File: config.mk
export PLATFORM = sky130hd
export DESIGN_NAME = branch_resolver
export DESIGN_NICKNAME = d
export VERILOG_FILES = /design/src/rtl/branch_resolver_pkg.sv /design/src/rtl/branch_resolver_target_calc.sv /design/src/rtl/branch_resolver.sv
export SDC_FILE = /design/constraint.sdc
export NUM_CORES = 1
export LEC_CHECK = 0
export CAP_MARGIN = 25
export CORE_MARGIN = 5
export CORE_UTILIZATION = 52
export DETAILED_ROUTE_END_ITERATION = 7
export GPL_ROUTABILITY_DRIVEN = 1
export PLACE_DENSITY = 0.78
export SLEW_MARGIN = 30
export SYNTH_ARGS = -nofsm -noshare
export SYNTH_HDL_FRONTEND = slang
export SYNTH_SLANG_ARGS = --single-unit
File: constraint.sdc
create_clock -name clock -period 10 [get_ports clock]
set_input_delay 1 -clock clock [delete_from_list [all_inputs] [get_ports clock]]
set_output_delay 1 -clock clock [all_outputs]
set_load 0.02 [all_outputs]
File: src/rtl/branch_resolver_pkg.sv
// Shared MIPS definitions for the branch resolver: opcodes, FSM encoding and the
// control-transfer decoder used by both the FSM and the target generator.
package mips_defs;

    localparam int DEFAULT_ADDR_W = 32;

    localparam logic [5:0] OP_RTYPE = 6'b000000;
    localparam logic [5:0] OP_J     = 6'b000010;
    localparam logic [5:0] OP_BEQ   = 6'b000100;
    localparam logic [5:0] OP_BNE   = 6'b000101;
    localparam logic [5:0] FUNCT_JR = 6'b001000;

    // Wide enough for SQUASH_CYCLES up to 4 (counts SQUASH_CYCLES-1 down to 0).
    localparam int SQ_CNT_W = 2;

    typedef enum logic [1:0] {
        IDLE     = 2'd0,
        READ     = 2'd1,
        REDIRECT = 2'd2,
        SQUASH   = 2'd3
    } brState_t;

    typedef enum logic [2:0] {
        BK_NONE = 3'd0,
        BK_BEQ  = 3'd1,
        BK_BNE  = 3'd2,
        BK_J    = 3'd3,
        BK_JR   = 3'd4
    } brKind_t;

    function automatic brKind_t decodeBranch(input logic [31:0] instr);
        brKind_t kind;
        kind = BK_NONE;
        case (instr[31:26])
            OP_BEQ:   kind = BK_BEQ;
            OP_BNE:   kind = BK_BNE;
            OP_J:     kind = BK_J;
            OP_RTYPE: kind = (instr[5:0] == FUNCT_JR) ? BK_JR : BK_NONE;
            default:  kind = BK_NONE;
        endcase
        return kind;
    endfunction

endpackage

File: src/rtl/branch_resolver_target_calc.sv
// Combinational redirect target for beq/bne (pc-relative), j (region) and jr (register).
module branch_target_calc
    import mips_defs::*;
#(
    parameter int ADDR_W = DEFAULT_ADDR_W
) (
    input  logic [31:0]       instruction,
    input  logic [ADDR_W-1:0] pc,
    input  logic [31:0]       rsData,
    output logic [ADDR_W-1:0] target
);

    logic [ADDR_W-1:0] pcPlus4;
    logic [31:0]       offset32;
    logic [ADDR_W-1:0] branchOffset;
    logic [ADDR_W-1:0] jumpTarget;

    always_comb begin
        pcPlus4      = pc + ADDR_W'(4);
        offset32     = {{14{instruction[15]}}, instruction[15:0], 2'b00};
        branchOffset = ADDR_W'($signed(offset32));
        // j keeps the top PC region of pc+4 and replaces the low 28 bits.
        jumpTarget   = (pcPlus4 & ~ADDR_W'(32'h0FFF_FFFF)) | ADDR_W'({instruction[25:0], 2'b00});

        target = '0;
        case (decodeBranch(instruction))
            BK_BEQ, BK_BNE: target = pcPlus4 + branchOffset;
            BK_J:           target = jumpTarget;
            BK_JR:          target = ADDR_W'(rsData);
            default:        target = '0;
        endcase
    end

endmodule

File: src/rtl/branch_resolver.sv
// Resolves beq/bne/j/jr, issues a one-cycle redirect to nextPC, then squashes
// wrong-path fetches; fetch is stalled whenever the FSM is not IDLE.
module branch_resolver
    import mips_defs::*;
#(
    parameter int SQUASH_CYCLES = 1,
    parameter int ADDR_W        = DEFAULT_ADDR_W
) (
    input  logic              clock,
    input  logic              reset,
    input  logic              instrValid,
    input  logic [31:0]       instruction,
    input  logic [ADDR_W-1:0] pc,
    input  logic [31:0]       rsData,
    input  logic [31:0]       rtData,
    input  logic              regReady,
    output logic              branch,
    output logic [ADDR_W-1:0] branchAddress,
    output logic              squash,
    output logic              stall,
    output brState_t          fsmState
);

    // Handshake: an instruction is accepted when instrValid is high and stall is low;
    // register operands are taken in READ on the first edge where regReady is high.

    brState_t          state;
    brState_t          nextState;
    logic [31:0]       latchedInstr;
    logic [ADDR_W-1:0] latchedPc;
    brKind_t           latchedKind;
    logic [SQ_CNT_W-1:0] sqCount;

    brKind_t           liveKind;
    logic              taken;
    logic [31:0]       calcInstr;
    logic [ADDR_W-1:0] calcPc;
    logic [ADDR_W-1:0] target;

    logic              branchNext;
    logic              squashNext;
    logic              stallNext;
    logic [ADDR_W-1:0] addrNext;

    assign fsmState = state;

    // j resolves straight from the live fetch; reg-based branches use the latched copy.
    always_comb begin
        calcInstr = (state == IDLE) ? instruction : latchedInstr;
        calcPc    = (state == IDLE) ? pc : latchedPc;
    end

    branch_target_calc #(
        .ADDR_W(ADDR_W)
    ) targetCalc (
        .instruction(calcInstr),
        .pc         (calcPc),
        .rsData     (rsData),
        .target     (target)
    );

    always_comb begin
        liveKind = decodeBranch(instruction);
        taken    = 1'b0;
        case (latchedKind)
            BK_BEQ:  taken = (rsData == rtData);
            BK_BNE:  taken = (rsData != rtData);
            BK_JR:   taken = 1'b1;
            default: taken = 1'b0;
        endcase
    end

    always_ff @(posedge clock) begin
        if (reset) begin
            state <= IDLE;
        end else begin
            state <= nextState;
        end
    end

    always_comb begin
        nextState = state;
        case (state)
            IDLE: begin
                if (instrValid) begin
                    case (liveKind)
                        BK_J:                  nextState = REDIRECT;
                        BK_BEQ, BK_BNE, BK_JR: nextState = READ;
                        default:               nextState = IDLE;
                    endcase
                end
            end
            READ: begin
                if (regReady) begin
                    nextState = taken ? REDIRECT : IDLE;
                end
            end
            REDIRECT: nextState = SQUASH;
            SQUASH: begin
                if (sqCount == '0) begin
                    nextState = IDLE;
                end
            end
            default: nextState = IDLE;
        endcase
    end

    // Outputs are registered, so they are computed from the state being entered.
    always_comb begin
        branchNext = (nextState == REDIRECT);
        squashNext = (nextState == SQUASH);
        stallNext  = (nextState != IDLE);
        addrNext   = (nextState == REDIRECT) ? target : branchAddress;
    end

    always_ff @(posedge clock) begin
        if (reset) begin
            branch        <= 1'b0;
            branchAddress <= '0;
            squash        <= 1'b0;
            stall         <= 1'b0;
            sqCount       <= '0;
            latchedInstr  <= '0;
            latchedPc     <= '0;
            latchedKind   <= BK_NONE;
        end else begin
            branch        <= branchNext;
            branchAddress <= addrNext;
            squash        <= squashNext;
            stall         <= stallNext;

            if (state == IDLE && instrValid) begin
                latchedInstr <= instruction;
                latchedPc    <= pc;
                latchedKind  <= liveKind;
            end

            if (state == REDIRECT) begin
                sqCount <= SQ_CNT_W'(SQUASH_CYCLES - 1);
            end else if (state == SQUASH && sqCount != '0) begin
                sqCount <= sqCount - SQ_CNT_W'(1);
            end
        end
    end

endmodule

==> impl_metrics.toml, run 1 <==
[run_status]
status = "finished, final reports clean"

[worst_setup_path]
slowest_stage = "buf_4"
path_cells = "nor2_4, buf_4, mux2_2, nand3_2, or3_4, nor3b_1, nand2_1, a21oi_1, ha_1, a21oi_1, o21ai_0, nand3_1, nand2_1, a21oi_1, o21bai_1, a41oi_1, xnor2_1, a222oi_1, o21ai_0"
cp.required_ns = 10.23
endpoint_kind = "register"
startpoint_type = "register"
crit_top_cell = "a21oi_1"
worst_ep_arrival_time_ns = 5.67
critPathMaxStageDelay_ns = 0.68
worstPathMaxFanout = 62
path_class = "register to register"

[synthesis]
synthesis.nets = 1213
ys_seq_elements = 106
synth_area_um2 = 7650
synth_warnings = 0
synth_edf_count = 0
synthFlopType = "dfxtp_1"
synth_cells = 1048
yosysTopAreaCell = "dfxtp_1"
seq_area_frac_synth = 0.2774
ys_types = 75
synth_top_area_share = 0.2774
avgSynthCellArea_um2 = 7.299
synth-async-reset-ratio = 0
synth_area_leaders = "dfxtp_1 28%, nand2_1 13%, a21oi_1 8.3%"

[cells_and_area]
layout_commonest_cell = "nand2_1"
area_growth_pct = 27.02
fin_nets = 1338
diodes = 0
final_util = 0.6711
post-route-cell-area_um2 = 9717
final_cell_mix = "268 x nand2_1, 167 x clkdlybuf4s50_1, 127 x a21oi_1, 106 x dfxtp_1, 59 x nor2_1"
drive_above_1_share = 0.04839

[sta]
period_share = 0.5435
rsz0062_at_grt = "false"
fin_crit_ns = 5.435
fin_setup_tns_ns = 0
finalSetupViolCount = 0
slew-limit-headroom = 0.3524
slew_viol_final = 0
whs_ns = 0.4542
fmax_ghz = 0.1840
max_slew.worst_pin.slew_ns = 0.9689
hold_violations = 0
fin_skew_ns = 0.007882

[die]
die_w_um = 131.3
start_util = 0.5283
dieArea_um2 = 17240
die_y_um = 131.3
fp-row-count = 44
pin_count = 169
core_area_um2 = 14480

[detailed_routing]
dr.pass1.iters = 7
dr.first_iter.drc_count = 976
avgViaCountPerCell = 5.946
dr_total_vias = 8098
drc_errors = 0
detail_route.wl_per_cell_um = 18.93
routed_wl_um = 25790
detail-route-antenna-nets = 0

[global_routing]
grt_use_total = 0.2878
grt_max_degree = 95
first_global_vias = 7500
antenna_found_initial = 0
grt_pass1_wl_um = 40930
grt.overflow.total = 0

[placement]
gp_congestion = 0.9601
place_hpwl_um = 19530
place_area_um2 = 9383
io_buffers = 168

[cts]
clk_path_buf_depth = 2
cts_root_buffer = "clkbuf_16"
cts-buffers-inserted = 9
worstSkewPairLatency_ns = 0.36
cts_sinks = 106
cts_tree = "yes"
ctsHoldBuffers = 0
cts.reportedPaths.clkPinSlew_ns = 0.07
cts_setup_buffers = 0
h-tree-depth = 3
post_cts_resized = 0

[power_and_ir_drop]
p_per_area_nw_per_um2 = 139.4
leakagePower_nw = 3.758
vdd_drop_max_mv = 0.09912

[job]
maxCapViolCount = 0

[hold_path]
hold_path_class = "register to register"
-- cell type report --
class	count	area, um^2
fill	1342	4762
tap	184	230.2
timing repair buffer	176	1740
inverter	19	71.32
sequential	106	2122
multi-input combinational	861	5223
clock buffer	12	256.5
clock inverter	4	73.82
-- power by group --
part           leakage [nW]  total, mW  internal (mW)  switching (mW)
registers             0.866      0.461          0.444          0.0175
logic                  2.73      0.497          0.202           0.295
clock network         0.163      0.397          0.234           0.163
total                  3.76       1.35          0.879           0.476
-- Yosys cell counts, types with 4 or more instances --
library cell  number
nor3_1            12
nor4_1            14
o21ai_1            6
nor2_1            59
a221oi_1           7
buf_2              7
a21o_1            10
o211ai_1          17
mux2i_1           25
xor2_1            54
a22oi_1            6
a31oi_1            6
o21ai_0           36
a21oi_1          127
and2_1             5
xnor2_1           31
nand3_1           17
o22ai_1            5
o21bai_1          10
dfxtp_1          106
clkbuf_1          47
ha_1              32
a211oi_1          12
nor3b_1            4
inv_1             18
nor2b_1            7
o31ai_1            4
o21ai_2            4
and3_1             5
nand2_1          269
a222oi_1          17
mux2_2             4
nand2b_1           4
nand4_1            6
buf_1              5
-- logic make-up (layout without fill, tap and decap cells) --
kind of cell    Yosys count  count (layout)  synth area share
compound gates          285             285            0.2367
mux                      30              30           0.04040
buf+inv                  81             211           0.04334
xor+xnor                 85              85           0.09732
simple gates            428             428            0.2499
fa+ha+maj                33              33           0.05496
flops                   106             106            0.2774
-- state kept, by name (all words and copies together), names as in the netlist --
| signal | cells |
|---|---|
| branchAddress | 32 |
| latchedInstr | 32 |
| latchedPc | 32 |
| latchedKind | 3 |
| fsmState | 2 |
| sqCount | 2 |
| branch | 1 |
| squash | 1 |
| stall | 1 |
-- critical path: cells and delay by family (launching register included) --
family / cells / cell delay (ns)
XOR/XNOR: 1 / 0.11
buffers and inverters: 1 / 0.68
AND/OR/NAND/NOR: 7 / 1.63
multiplexers: 1 / 0.31
flip-flops: 1 / 0.56
AO/OA/AOI/OAI: 8 / 1.62
adder cells (fa/ha/maj): 1 / 0.33
-- layer usage --
metal | share of wire | global-route usage | wire (um)
met1 | 0.45 | 0.4252 | 11720
met2 | 0.43 | 0.4312 | 11160
met3 | 0.10 | 0.06957 | 2575
met4 | 0.013 | 0.05143 | 334
met5 | 0 | 0 | 0
-- worst paths after layout --
check	to	slack, ns	cells after the start	startpoint
setup / recovery	branchAddress[29]$_SDFFE_PP0P_	4.56	19	fsmState[0]$_SDFF_PP0_
hold / removal	branchAddress[20]$_SDFFE_PP0P_	0.45	2	branchAddress[20]$_SDFFE_PP0P_
setup reg to reg	branchAddress[29]$_SDFFE_PP0P_	4.56	19	fsmState[0]$_SDFF_PP0_
hold reg to reg	branchAddress[20]$_SDFFE_PP0P_	0.45	2	branchAddress[20]$_SDFFE_PP0P_
-- metrics by stage --
| step | setup slack [ns] | instances | total power, mW |
|---|---|---|---|
| 5_1_grt | 4.126 | 1362 | 1.425 |
| 6_report | 4.565 | 1362 | 1.355 |
| 3_5_place_dp | 4.575 | 1346 | 0.9581 |
| 4_1_cts | 4.668 | 1362 | 1.352 |
| 2_1_floorplan | 4.705 | 1048 | 0.7906 |
| 3_3_place_gp | 4.662 | 1346 | 0.9571 |
Note: power is estimated with default switching activity, not from simulation.
==> run 2, diff against run 1 <==
- CORE_UTILIZATION: 52 -> 47
- PLACE_DENSITY: 0.78 -> 0.74
- clock period: 10 -> 4.56 ns (I/O delays scaled with it)
==> impl_metrics.toml, run 2 (synthesized netlist as in run 1, its figures left out) <==
[run_status]
status = "finished, final reports clean"

[cts]
clk_path_buf_depth = 2
worstSkewPairLatency_ns = 0.36
cts_tree = "yes"
cts-buffers-inserted = 9
post_cts_resized = 0
cts_root_buffer = "clkbuf_16"
cts_setup_buffers = 0
h-tree-depth = 3
cts.reportedPaths.clkPinSlew_ns = 0.08
cts_sinks = 106
ctsHoldBuffers = 0

[global_routing]
grt_pass1_wl_um = 39320
grt.overflow.total = 0
use_met2 = 0.4097
grt_use_met1 = 0.3712
antenna_found_initial = 0
first_global_vias = 7323
grt_use_met3 = 0.05259
grt_max_degree = 76
busiest_layer = "met2"
grt_use_total = 0.2640

[die]
start_util = 0.4798
fp-row-count = 46
dieArea_um2 = 18930
die_y_um = 137.6
pin_count = 169
die_w_um = 137.6
core_area_um2 = 15940

[sta]
fin_skew_ns = 0.01310
slew_viol_final = 0
max_slew.worst_pin.slew_ns = 0.8320
hold_violations = 0
finalSetupViolCount = 0
fmax_ghz = 0.2373
period_share = 0.9240
fin_crit_ns = 4.213
rsz0062_at_grt = "false"
slew-limit-headroom = 0.4453
fin_setup_tns_ns = 0

[cells_and_area]
final_cell_mix = "268 x nand2_1, 167 x clkdlybuf4s50_1, 126 x a21oi_1, 104 x dfxtp_1, 57 x nor2_1"
layout_commonest_cell = "nand2_1"
reg_top3 = "branchAddress (32), latchedInstr (32), latchedPc (32)"
area_growth_pct = 29.57
drive_above_1_share = 0.07358
fin_nets = 1356
final_util = 0.6217
diodes = 0

[placement]
place_hpwl_um = 19590
io_buffers = 168
gp_congestion = 0.9272

[detailed_routing]
drc_errors = 0
dr_total_vias = 8090
routed_wl_um = 25670
dr.pass1.iters = 6
avgViaCountPerCell = 5.729
dr.first_iter.drc_count = 805
detail_route.wl_per_cell_um = 18.18
detail-route-antenna-nets = 0

[power_and_ir_drop]
vdd_drop_max_mv = 0.2276
p_per_area_nw_per_um2 = 291.2
leakagePower_nw = 3.839

[worst_setup_path]
startpoint_type = "register"
worst_ep_arrival_time_ns = 4.45
path_class = "register to register"
cp.required_ns = 4.79
endpoint_kind = "register"
worstPathMaxFanout = 5

[job]
maxCapViolCount = 0

[hold_path]
hold_path_class = "register to register"
run 2: cell count changes in the layout (fill, tap and decap cells not counted), moves of 2 or more:
cell and delta:
dfxtp_1 -2, nor2_1 -2, dfxtp_2 +2, bufinv_16 -2, clkinvlp_4 +2, nor4_1 -2
buf_4 +18
run 2: power breakdown:
group	internal, mW	switching, mW
combinational	0.474	0.652
clock	0.388	0.366
sequential	0.974	0.0317
total	1.84	1.05
run 2: final timing paths:
kind                                                      from                             end  slack (ns)  depth (start not counted)
worst min register to register  branchAddress[31]$_SDFFE_PP0P_  branchAddress[31]$_SDFFE_PP0P_        0.45                          2
worst min-delay path            branchAddress[31]$_SDFFE_PP0P_  branchAddress[31]$_SDFFE_PP0P_        0.45                          2
worst max-delay path                    fsmState[1]$_SDFF_PP0_  branchAddress[29]$_SDFFE_PP0P_        0.35                         20
worst max register to register          fsmState[1]$_SDFF_PP0_  branchAddress[29]$_SDFFE_PP0P_        0.35                         20
run 2: worst max-delay path, cell delays in order (launching register included):
cell,delay [ns]
dfxtp_2,0.34
nor2_4,0.16
mux2_2,0.39
ha_1,0.21
inv_1,0.11
a21oi_4,0.05
buf_4,0.15
nand2_1,0.07
xor2_1,0.14
o21ai_0,0.15
ha_1,0.39
nand2_1,0.08
a211oi_1,0.26
nor2_1,0.10
a211oi_1,0.29
o211ai_1,0.23
nand2_1,0.24
a41oi_2,0.16
xnor2_1,0.15
a222oi_1,0.30
o21ai_0,0.12
run 2: metal layers:
layer  up-vias  share of wire
li1       3975              -
met5         -              0
met3        27           0.11
met4         0          0.018
met2       353           0.43
met1      3735           0.44
run 2: cell type report:
| cell class | instances | area (um^2) |
|---|---|---|
| sequential | 106 | 2125 |
| inverter | 19 | 71.32 |
| clock inverter | 5 | 37.54 |
| clock buffer | 11 | 242.7 |
| fill | 1487 | 6031 |
| timing repair buffer | 194 | 1884 |
| multi-input combinational | 861 | 5281 |
| tap | 216 | 270.3 |
run 2: stage by stage:
stage	setup WS [ns]	power [mW]	hold slack, ns	cells	instance area, um^2
after global placement	0.06640	2.120	0.4389	1396	9603
after detailed placement	0.02024	2.129	0.4416	1396	9603
after CTS	0.2027	2.877	0.4528	1412	9883
after global routing	0.003406	3.041	0.4713	1412	9912
final	0.3467	2.886	0.4518	1412	9912
after floorplan	0.01186	1.744	0.4338	1048	7706
